$ cat src/rtl/rs_issue_scheduler_if.sv
// RS-array and functional-unit side of the issue scheduler.
// master = scheduler, slave = RS array / FU environment.
interface rs_issue_scheduler_if #(
    parameter int RS_ROWS = 16,
    parameter int ROW_W   = $clog2(RS_ROWS)
);
    logic [RS_ROWS-1:0] rs_in_use;
    logic [RS_ROWS-1:0] rs_ready;
    logic [RS_ROWS-1:0] rs_is_mem;
    logic [2:0]         fu_ready;
    logic [2:0]         issue_valid;
    logic [3*ROW_W-1:0] issue_row;
    logic [RS_ROWS-1:0] issue_clear;

    modport master (
        input  rs_in_use, rs_ready, rs_is_mem, fu_ready,
        output issue_valid, issue_row, issue_clear
    );

    modport slave (
        output rs_in_use, rs_ready, rs_is_mem, fu_ready,
        input  issue_valid, issue_row, issue_clear
    );
endinterface

$ cat src/rtl/rs_issue_scheduler.sv
// Issues ready RS rows to FU1/FU2 (ALU) and FU3 (memory) with round-robin fairness per class.
// Define ISSUE_STATS_EN to add the stat_issued / stat_stall counters.
module rs_issue_scheduler #(
    parameter int RS_ROWS = 16,
    parameter int ROW_W   = $clog2(RS_ROWS)
)(
    input  logic                 clk,
    input  logic                 rst_n,
    input  logic                 flush,
    rs_issue_scheduler_if.master bus
`ifdef ISSUE_STATS_EN
    ,
    output logic [31:0]          stat_issued,
    output logic [31:0]          stat_stall
`endif
);

    logic [2:0]         slot_valid;
    logic [ROW_W-1:0]   slot_row [3];
    logic [ROW_W-1:0]   alu_ptr;
    logic [ROW_W-1:0]   mem_ptr;

    logic [2:0]         fire;
    logic [2:0]         slot_free;
    logic [RS_ROWS-1:0] held;
    logic [RS_ROWS-1:0] clear;
    logic [RS_ROWS-1:0] alu_cand;
    logic [RS_ROWS-1:0] mem_cand;

    logic               alu_hit1, alu_hit2, mem_hit;
    logic [ROW_W-1:0]   alu_row1, alu_row2, mem_row;
    logic [ROW_W-1:0]   alu_idx, mem_idx;

    logic [2:0]         grant;
    logic [ROW_W-1:0]   grant_row [3];
    logic               alu_adv;
    logic [ROW_W-1:0]   alu_last;

    // Rows sitting in any valid slot are held, even when firing, because the RS
    // only drops in_use at the next edge.
    always_comb begin
        fire      = slot_valid & bus.fu_ready & {3{~flush}};
        slot_free = ~slot_valid | fire;
        held      = '0;
        clear     = '0;
        for (int k = 0; k < 3; k++) begin
            if (slot_valid[k]) held[slot_row[k]]  = 1'b1;
            if (fire[k])       clear[slot_row[k]] = 1'b1;
        end
        alu_cand = bus.rs_in_use & bus.rs_ready & ~held & ~bus.rs_is_mem;
        mem_cand = bus.rs_in_use & bus.rs_ready & ~held &  bus.rs_is_mem;
    end

    always_comb begin
        alu_hit1 = 1'b0;
        alu_hit2 = 1'b0;
        alu_row1 = '0;
        alu_row2 = '0;
        mem_hit  = 1'b0;
        mem_row  = '0;
        alu_idx  = '0;
        mem_idx  = '0;
        for (int i = 0; i < RS_ROWS; i++) begin
            alu_idx = alu_ptr + ROW_W'(i);
            if (alu_cand[alu_idx]) begin
                if (!alu_hit1) begin
                    alu_hit1 = 1'b1;
                    alu_row1 = alu_idx;
                end else if (!alu_hit2) begin
                    alu_hit2 = 1'b1;
                    alu_row2 = alu_idx;
                end
            end
            mem_idx = mem_ptr + ROW_W'(i);
            if (mem_cand[mem_idx] && !mem_hit) begin
                mem_hit = 1'b1;
                mem_row = mem_idx;
            end
        end
    end

    // First ALU hit goes to the lowest free ALU slot; second hit only if both are free.
    always_comb begin
        grant = '0;
        for (int k = 0; k < 3; k++) grant_row[k] = '0;
        if (slot_free[0]) begin
            grant[0]     = alu_hit1;
            grant_row[0] = alu_row1;
            if (slot_free[1]) begin
                grant[1]     = alu_hit2;
                grant_row[1] = alu_row2;
            end
        end else if (slot_free[1]) begin
            grant[1]     = alu_hit1;
            grant_row[1] = alu_row1;
        end
        grant[2]     = slot_free[2] & mem_hit;
        grant_row[2] = mem_row;
        alu_adv  = grant[0] | grant[1];
        alu_last = (grant[0] && grant[1]) ? alu_row2 : alu_row1;
    end

    always_ff @(posedge clk or negedge rst_n) begin
        if (!rst_n) begin
            slot_valid <= '0;
            for (int k = 0; k < 3; k++) slot_row[k] <= '0;
            alu_ptr <= '0;
            mem_ptr <= '0;
        end else if (flush) begin
            slot_valid <= '0;
            alu_ptr    <= '0;
            mem_ptr    <= '0;
        end else begin
            for (int k = 0; k < 3; k++) begin
                if (slot_free[k]) begin
                    slot_valid[k] <= grant[k];
                    if (grant[k]) slot_row[k] <= grant_row[k];
                end
            end
            if (alu_adv)  alu_ptr <= alu_last + ROW_W'(1);
            if (grant[2]) mem_ptr <= mem_row + ROW_W'(1);
        end
    end

    assign bus.issue_valid = slot_valid;
    assign bus.issue_row   = {slot_row[2], slot_row[1], slot_row[0]};
    assign bus.issue_clear = clear;

`ifdef ISSUE_STATS_EN
    logic [1:0]  fire_cnt;
    logic [32:0] issued_sum;

    assign fire_cnt   = 2'(fire[0]) + 2'(fire[1]) + 2'(fire[2]);
    assign issued_sum = {1'b0, stat_issued} + 33'(fire_cnt);

    // Counters survive flush; only reset clears them.
    always_ff @(posedge clk or negedge rst_n) begin
        if (!rst_n) begin
            stat_issued <= '0;
            stat_stall  <= '0;
        end else begin
            stat_issued <= issued_sum[32] ? 32'hFFFF_FFFF : issued_sum[31:0];
            if ((|(slot_valid & ~bus.fu_ready)) && (stat_stall != 32'hFFFF_FFFF))
                stat_stall <= stat_stall + 32'd1;
        end
    end
`endif

endmodule
$ cat src/flat_wrapper.sv
// flat-port wrapper written by rule: the top's interface ports become plain ports
module rs_issue_scheduler_flat 
#(
    parameter int RS_ROWS = 16,
    parameter int ROW_W   = $clog2(RS_ROWS)
)
  (clk, rst_n, flush, bus_rs_in_use, bus_rs_ready, bus_rs_is_mem, bus_fu_ready, bus_issue_valid, bus_issue_row, bus_issue_clear);
  rs_issue_scheduler_if #(.RS_ROWS(RS_ROWS), .ROW_W(ROW_W)) bus_i ();
  input  logic clk;
  input  logic rst_n;
  input  logic flush;
  input wire logic [$bits(bus_i.rs_in_use)-1:0] bus_rs_in_use;
  input wire logic [$bits(bus_i.rs_ready)-1:0] bus_rs_ready;
  input wire logic [$bits(bus_i.rs_is_mem)-1:0] bus_rs_is_mem;
  input wire logic [$bits(bus_i.fu_ready)-1:0] bus_fu_ready;
  output wire logic [$bits(bus_i.issue_valid)-1:0] bus_issue_valid;
  output wire logic [$bits(bus_i.issue_row)-1:0] bus_issue_row;
  output wire logic [$bits(bus_i.issue_clear)-1:0] bus_issue_clear;
  assign bus_i.rs_in_use = bus_rs_in_use;
  assign bus_i.rs_ready = bus_rs_ready;
  assign bus_i.rs_is_mem = bus_rs_is_mem;
  assign bus_i.fu_ready = bus_fu_ready;
  assign bus_issue_valid = bus_i.issue_valid;
  assign bus_issue_row = bus_i.issue_row;
  assign bus_issue_clear = bus_i.issue_clear;
  rs_issue_scheduler #(.RS_ROWS(RS_ROWS), .ROW_W(ROW_W)) u_core (.clk(clk), .rst_n(rst_n), .flush(flush), .bus(bus_i));
endmodule
$ cat config.mk
export PLATFORM = sky130hd
export DESIGN_NAME = rs_issue_scheduler_flat
export DESIGN_NICKNAME = d
export VERILOG_FILES = /design/src/rtl/rs_issue_scheduler_if.sv /design/src/rtl/rs_issue_scheduler.sv /design/src/flat_wrapper.sv
export SDC_FILE = /design/constraint.sdc
export NUM_CORES = 1
export LEC_CHECK = 0
export CELL_PAD_IN_SITES_DETAIL_PLACEMENT = 1
export CELL_PAD_IN_SITES_GLOBAL_PLACEMENT = 2
export CORE_MARGIN = 8
export CORE_UTILIZATION = 35
export CTS_CLUSTER_SIZE = 16
export DETAILED_ROUTE_END_ITERATION = 7
export GPL_TIMING_DRIVEN = 0
export HOLD_SLACK_MARGIN = 0.08
export PLACE_DENSITY = 0.89
export SYNTH_ARGS = -nofsm -noshare
export SYNTH_HDL_FRONTEND = slang
export SYNTH_SLANG_ARGS = --single-unit
$ cat constraint.sdc
create_clock -name clk -period 15.2 [get_ports clk]
set_clock_uncertainty 0.15 [all_clocks]
set_input_delay 2.28 -clock clk [delete_from_list [all_inputs] [get_ports clk]]
set_output_delay 2.28 -clock clk [all_outputs]
set_load 0.02 [all_outputs]
==> results of run 1 <==
## cell families after synthesis
| group | count (synthesis) | share of synthesized area |
|---|---|---|
| buffers and inverters | 96 | 0.0481 |
| multiplexers | 93 | 0.190 |
| XOR/XNOR | 34 | 0.0350 |
| AND/OR/NAND/NOR | 539 | 0.318 |
| AO/OA/AOI/OAI | 357 | 0.311 |
| flip-flops | 23 | 0.0676 |
| adder cells (fa/ha/maj) | 21 | 0.0300 |
## cells in the final DEF, fill, tap and decap left out, types with 12 or more instances in the layout
cell type	n
sky130_fd_sc_hd__inv_1	24
sky130_fd_sc_hd__nand4_1	15
sky130_fd_sc_hd__xnor2_1	18
sky130_fd_sc_hd__o21ai_0	44
sky130_fd_sc_hd__a211oi_1	20
sky130_fd_sc_hd__dfrtp_1	23
sky130_fd_sc_hd__or2_2	15
sky130_fd_sc_hd__ha_1	18
sky130_fd_sc_hd__o211ai_1	18
sky130_fd_sc_hd__clkbuf_1	39
sky130_fd_sc_hd__a22oi_1	12
sky130_fd_sc_hd__or3_1	28
sky130_fd_sc_hd__nand2b_1	24
sky130_fd_sc_hd__o221ai_1	22
sky130_fd_sc_hd__o22ai_1	32
sky130_fd_sc_hd__mux2i_1	27
sky130_fd_sc_hd__xor2_1	16
sky130_fd_sc_hd__nor2_1	139
sky130_fd_sc_hd__nor2b_1	20
sky130_fd_sc_hd__a21oi_1	70
sky130_fd_sc_hd__nand3_1	42
sky130_fd_sc_hd__nand2_1	125
sky130_fd_sc_hd__buf_2	21
sky130_fd_sc_hd__nor3_1	56
sky130_fd_sc_hd__clkdlybuf4s50_1	84
sky130_fd_sc_hd__mux4_2	52
## routing by layer
| layer | GRT usage | part of all wire | up-vias |
|---|---|---|---|
| met2 | 0.415 | 0.45 | 477 |
| met4 | 0.0678 | 0.025 | 0 |
| met3 | 0.0452 | 0.088 | 56 |
| li1 | - | - | 4725 |
| met5 | 0 | 0 | - |
| met1 | 0.363 | 0.44 | 5200 |
## worst paths after layout
check                      slack (ps)                     start                  endpoint  cells past startpoint
max                              7370          bus_rs_in_use[7]         u_core.alu_ptr[2]                     20
min reg2reg                       510  u_core.bus.issue_row[11]  u_core.bus.issue_row[11]                      1
max reg2reg                      7910         u_core.alu_ptr[1]         u_core.alu_ptr[2]                     18
max in group asynchronous       11720                     rst_n   u_core.bus.issue_row[4]                      1
min                               510  u_core.bus.issue_row[11]  u_core.bus.issue_row[11]                      1
min in group asynchronous        2480                     rst_n         u_core.mem_ptr[3]                      1
## stage by stage
| stage | hold slack, ps | setup WS (ps) | cell area (sq um) | util | std cells |
|---|---|---|---|---|---|
| detailed placement | 493 | 7120 | 9760 | 0.405 | 1571 |
| CTS | 511 | 7370 | 9840 | 0.408 | 1575 |
| finish | 507 | 7370 | 9840 | 0.408 | 1575 |
| global route | 542 | 7130 | 9840 | 0.408 | 1575 |
| floorplan | 526 | 9010 | 8510 | - | 1163 |
| global placement | 463 | 7210 | 9760 | 0.405 | 1571 |
## flip-flops by register name, indices dropped and copies added (netlist names)
name,flops
u_core.bus.issue_row,12
u_core.alu_ptr,4
u_core.mem_ptr,4
u_core.bus.issue_valid,3
## critical path, stage by stage
cell and delay (ps):
sky130_fd_sc_hd__clkdlybuf4s50_1 540, sky130_fd_sc_hd__nand2_1 80, sky130_fd_sc_hd__nor3_1 520, sky130_fd_sc_hd__a221oi_1 200, sky130_fd_sc_hd__nor4_1 850, sky130_fd_sc_hd__mux2i_2 320
sky130_fd_sc_hd__inv_1 210, sky130_fd_sc_hd__buf_2 270, sky130_fd_sc_hd__ha_1 200, sky130_fd_sc_hd__a21oi_1 50, sky130_fd_sc_hd__o31a_1 320, sky130_fd_sc_hd__o221ai_1 220
sky130_fd_sc_hd__a211oi_1 170, sky130_fd_sc_hd__or4_1 550, sky130_fd_sc_hd__a32oi_2 340, sky130_fd_sc_hd__o32ai_2 160, sky130_fd_sc_hd__inv_1 100, sky130_fd_sc_hd__ha_1 160
sky130_fd_sc_hd__xnor2_1 70, sky130_fd_sc_hd__a211oi_1 220
## area by class of cell
cell class	instances	area, sq um	share of cell area
Buffer	69	308	0.0313
Clock buffer	3	75.1	0.00763
Clock inverter	1	5.00	0.000509
Inverter	27	101	0.0103
Multi-Input combinational cell	1044	7520	0.765
Sequential cell	23	576	0.0585
Tap cell	324	405	0.0412
Timing Repair Buffer	84	841	0.0855
==> run_results.csv, run 1 <==
group,metric,value,unit
synthesis,yosys-top-cells-area,"sky130_fd_sc_hd__mux4_2 14%, sky130_fd_sc_hd__dfrtp_1 6.8%, sky130_fd_sc_hd__nor2_1 6.1%",
finish,num-nets-final,1324,
run,maxCapViolations,0,
synthesis,synth.yosys.warnings,0,
global_route,antenna_found_initial,0,
clocking,cts_hold_buf,0,
timing,fmax,128,MHz
synthesis,yosysMostFrequentCell,"sky130_fd_sc_hd__nor2_1",
clocking,insertion_delay,260,ps
floorplanning,die-width,172,microns
clocking,clock_tree.buffer_depth,2,
critical_path,cp_data_arrival_time,7860,ps
synthesis,syn-num-nets,1235,
synthesis,number_of_instances_in_the_synthesized_netlist,1163,
route,avgViaCountPerCell,6.64,
clocking,cts_resized,0,
status,outcome,"finished clean",
global_route,groute.usage.overall,0.262,
finish,diodes,0,
synthesis,synth_area_leader_cell,"sky130_fd_sc_hd__mux4_2",
floorplanning,initial_util,0.353,
timing,slew_at_the_pin_closest_to_its_max_slew_limit,1160,ps
global_route,via_count_of_the_first_global_routing_pass,10354,
timing,report.final.hold_viol_count,0,
timing,grt_setup_unrepaired,"false",
clocking,cts.htree.levels,1,
route,residual_drc_count,0,
timing,final_max_tran_viols,0,
clocking,tritoncts.num_buffers,3,
synthesis,flip_flop_and_latch_count_after_synthesis,23,
place,detailed_placement_hpwl,32.9,mm
timing,setup-tns-final,0,ps
timing,finalSetupViolations,0,
timing,max-slew-margin-rel,0.217,
clocking,post-cts-setup-buffers,0,
timing,fin_crit,7830,ps
global_route,pin_count_of_the_biggest_net_entering_global_routing,24,
synthesis,synth_top_cell_area_share,0.138,
route,detailroute.via_count,10458,
place,globalplace.congestion,0.973,
synthesis,synth.cells.most_frequent,"139 x sky130_fd_sc_hd__nor2_1, 125 x sky130_fd_sc_hd__nand2_1, 70 x sky130_fd_sc_hd__a21oi_1",
critical_path,critical_path.max_fanout,11,
clocking,numClockSinks,23,
finish,nFillCells,3082,
finish,layout-drive-gt1-share,0.125,
critical_path,cp-start-kind,"input port",
synthesis,synth.avg_cell_area,7.32,sq um
synthesis,synth_area,8510,sq um
global_route,globalRouteOverflowTotal,0,
floorplanning,placementRows,57,
floorplanning,design.die.area,29600,sq um
critical_path,endpoint_kind,"flip-flop",
timing,final_worst_path_cycle_share,0.515,
finish,area_added_between_synthesis_and_finish,15.6,%
synthesis,synth-seq-area-share,0.0676,
clocking,clk_pin_slew_worst_paths,70,ps
synthesis,synth_async_sr_flop_share,1.00,
floorplanning,chipHeight,172,microns
clocking,root_buffer_selected_by_cts,"sky130_fd_sc_hd__clkbuf_16",
synthesis,synth_cell_type_count,99,
route,drtIter0Drc,1036,
floorplanning,design.core.area,24100,sq um
route,final_antenna_net_count,0,
global_route,grt_pass1_wl,61.2,mm
route,post_drt_wl_per_cell,25.1,microns
route,routed_wirelength,39.6,mm
critical_path,worst-endpoint-required,15220,ps
clocking,tritoncts,"yes",
critical_path,critical_path_class,"input port to flip-flop",
place,portBuffers,84,
synthesis,synth-main-ff-cell,"sky130_fd_sc_hd__dfrtp_1",
synthesis,synth-edff-count,0,
hold_path,timing.hold.worst.class,"flip-flop to flip-flop",
route,firstDrtPassIters,5,
floorplanning,i_o_pin_total,85,
Power of run 1 is left out: the tool's default activity adds up to more than one toggle a clock period on the data nets, which glitch-free logic cannot reach.
==> run 2: changes to the inputs <==
clock period = 7.6 ns   (was 15.2 ns; I/O delays follow)
==> results of run 2 <==
Same layout as run 1 (identical final DEF). Status: finished clean.
Main changes from that run: setup slack after placement 7120 ps -> 480 ps; setup slack after layout 7370 ps -> 310 ps; start point of the critical path bus_rs_in_use[7] -> u_core.alu_ptr[1]; register-to-register setup slack 7910 ps -> 310 ps
Power of run 2 is left out for the same reason.
==> run 3: changes to the inputs <==
CORE_MARGIN = 2   (was 8)
HOLD_SLACK_MARGIN = 0.03   (was 0.08)
==> run 3 against run 2 <==
  * Critical path depth increased by 1
  * First-iteration DRC count shrank 3.8%
  * Utilization up 0.052 points
  * Worst setup slack better by 150 ps
  * Sequential cell count did not move
  * Non-clock buffer count is the same
  * Die area down 13%
  * Global-route usage up 3.4 points
  * Register-to-register slack better by 150 ps
  * Critical path type unchanged
==> run_results.csv, run 3 (synthesis gave the netlist of run 1 again) <==
group,metric,value,unit
global_route,antenna_found_initial,0,
timing,report.final.hold_viol_count,0,
global_route,via_count_of_the_first_global_routing_pass,10271,
clocking,tritoncts,"yes",
floorplanning,die-width,160,microns
floorplanning,design.die.area,25600,sq um
finish,diodes,0,
route,post_drt_wl_per_cell,24.9,microns
place,portBuffers,84,
critical_path,crit_path_start,"u_core.alu_ptr[1]",
floorplanning,i_o_pin_total,85,
finish,mostFrequentLayoutCell,"sky130_fd_sc_hd__nor2_1",
timing,final_max_tran_viols,0,
route,drtIter0Drc,997,
floorplanning,placementRows,57,
critical_path,critical_path.max_fanout,13,
finish,layout-drive-gt1-share,0.126,
route,detailroute.via_count,10490,
hold_path,timing.hold.worst.class,"flip-flop to flip-flop",
timing,setup-tns-final,0,ps
route,routed_wirelength,39.2,mm
clocking,numClockSinks,23,
timing,fin_crit,7140,ps
critical_path,reg2reg_depth,19,
floorplanning,chipHeight,160,microns
clocking,insertion_delay,260,ps
timing,max-slew-margin-rel,0.191,
route,final_antenna_net_count,0,
clocking,clock_tree.buffer_depth,2,
timing,finalSetupViolations,0,
route,residual_drc_count,0,
hold_path,holdPathStages,1,
timing,final_worst_path_cycle_share,0.940,
critical_path,cp_data_arrival_time,7160,ps
run,maxCapViolations,0,
status,outcome,"finished clean",
critical_path,cp-start-kind,"flip-flop",
floorplanning,initial_util,0.353,
critical_path,worst-r2r-setup-slack,460,ps
route,avgViaCountPerCell,6.66,
floorplanning,design.core.area,24100,sq um
critical_path,critical_path_class,"flip-flop to flip-flop",
clocking,post-cts-setup-buffers,0,
critical_path,timing.rr.end,"u_core.alu_ptr[2]",
clocking,clk_pin_slew_worst_paths,70,ps
clocking,tritoncts.num_buffers,3,
timing,slew_at_the_pin_closest_to_its_max_slew_limit,1200,ps
clocking,root_buffer_selected_by_cts,"sky130_fd_sc_hd__clkbuf_16",
clocking,cts.htree.levels,1,
global_route,groute.usage.overall,0.297,
critical_path,endpoint_kind,"flip-flop",
global_route,pin_count_of_the_biggest_net_entering_global_routing,24,
route,firstDrtPassIters,5,
finish,largest_register_ffs,12,
timing,fmax,140,MHz
place,detailed_placement_hpwl,32.3,mm
critical_path,worst-endpoint-required,7620,ps
global_route,grt_pass1_wl,60.4,mm
timing,grt_setup_unrepaired,"false",
finish,area_added_between_synthesis_and_finish,15.7,%
finish,most-common-layout-cells,"139 x sky130_fd_sc_hd__nor2_1, 125 x sky130_fd_sc_hd__nand2_1, 84 x sky130_fd_sc_hd__clkdlybuf4s50_1",
finish,num-nets-final,1324,
critical_path,critical_path.reg2reg.startpoint,"u_core.alu_ptr[1]",
critical_path,critical_path.endpoint,"u_core.alu_ptr[2]",
place,globalplace.congestion,0.942,
global_route,globalRouteOverflowTotal,0,
## run 3: cell count changes in the layout (fill, tap and decap cells not counted), sizes merged
cell and change:
clkbuf +1, clkinv -1
## run 3: layout make-up
class	instances	area, sq um
Buffer	69	309
Tap cell	324	405
Sequential cell	23	576
Fill cell	3115	14300
Clock buffer	4	78.8
Timing Repair Buffer	84	841
Inverter	27	101
Multi-Input combinational cell	1044	7540
## run 3: what timing repair did
| action | CTS | global route |
|---|---|---|
| endpoints found under the setup margin | 0 | 6 |
| hold endpoints to repair | 0 | 0 |
| resized for setup | 0 | 5 |
| hold buffers | 0 | 0 |
## run 3: layer usage
layer,up-vias,GRT usage,part of all wire
li1,4735,-,-
met1,5237,0.413,0.43
met2,444,0.475,0.45
met3,74,0.0553,0.086
met5,-,0,0
met4,0,0.0749,0.027
## run 3: how the worst min path moves through the flow
| stage | start | end | slack [ps] |
|---|---|---|---|
| 6_report | u_core.bus.issue_row[10] | u_core.bus.issue_row[10] | 480 |
| 5_1_grt | u_core.bus.issue_row[10] | u_core.bus.issue_row[10] | 520 |
| 4_1_cts | u_core.bus.issue_row[10] | u_core.bus.issue_row[10] | 490 |
| 3_5_place_dp | u_core.bus.issue_row[10] | u_core.bus.issue_row[10] | 470 |
| 3_3_place_gp | u_core.bus.issue_row[10] | u_core.bus.issue_row[10] | 460 |
| 2_1_floorplan | u_core.bus.issue_row[1] | u_core.bus.issue_row[1] | 530 |
## run 3: worst max-delay path, stage by stage, from the launching register on
cell and delay (ps):
sky130_fd_sc_hd__dfrtp_1 560, sky130_fd_sc_hd__clkinv_1 360, sky130_fd_sc_hd__buf_1 470, sky130_fd_sc_hd__ha_1 470, sky130_fd_sc_hd__inv_1 120, sky130_fd_sc_hd__clkbuf_1 640, sky130_fd_sc_hd__nor2_1 190, sky130_fd_sc_hd__o221ai_1 120
sky130_fd_sc_hd__nand4_1 310, sky130_fd_sc_hd__mux2i_1 790, sky130_fd_sc_hd__nor3_1 340, sky130_fd_sc_hd__a311o_1 470, sky130_fd_sc_hd__o21ai_1 630, sky130_fd_sc_hd__a31o_1 210, sky130_fd_sc_hd__a311oi_1 140, sky130_fd_sc_hd__o32ai_2 360
sky130_fd_sc_hd__inv_1 120, sky130_fd_sc_hd__ha_1 200, sky130_fd_sc_hd__xnor2_1 120, sky130_fd_sc_hd__a211oi_1 230
## run 3: per-stage QoR
step,cells,hold WS (ps),instance area [sq um],setup slack (ps),util
final,1575,484,9850,458,0.409
after global routing,1575,523,9850,63.6,0.409
after CTS,1575,487,9830,331,0.408
after detailed placement,1571,471,9760,375,0.405
after global placement,1571,456,9760,572,0.405
after floorplan,1163,526,8510,2120,-
Power of run 3 is left out for the same reason.
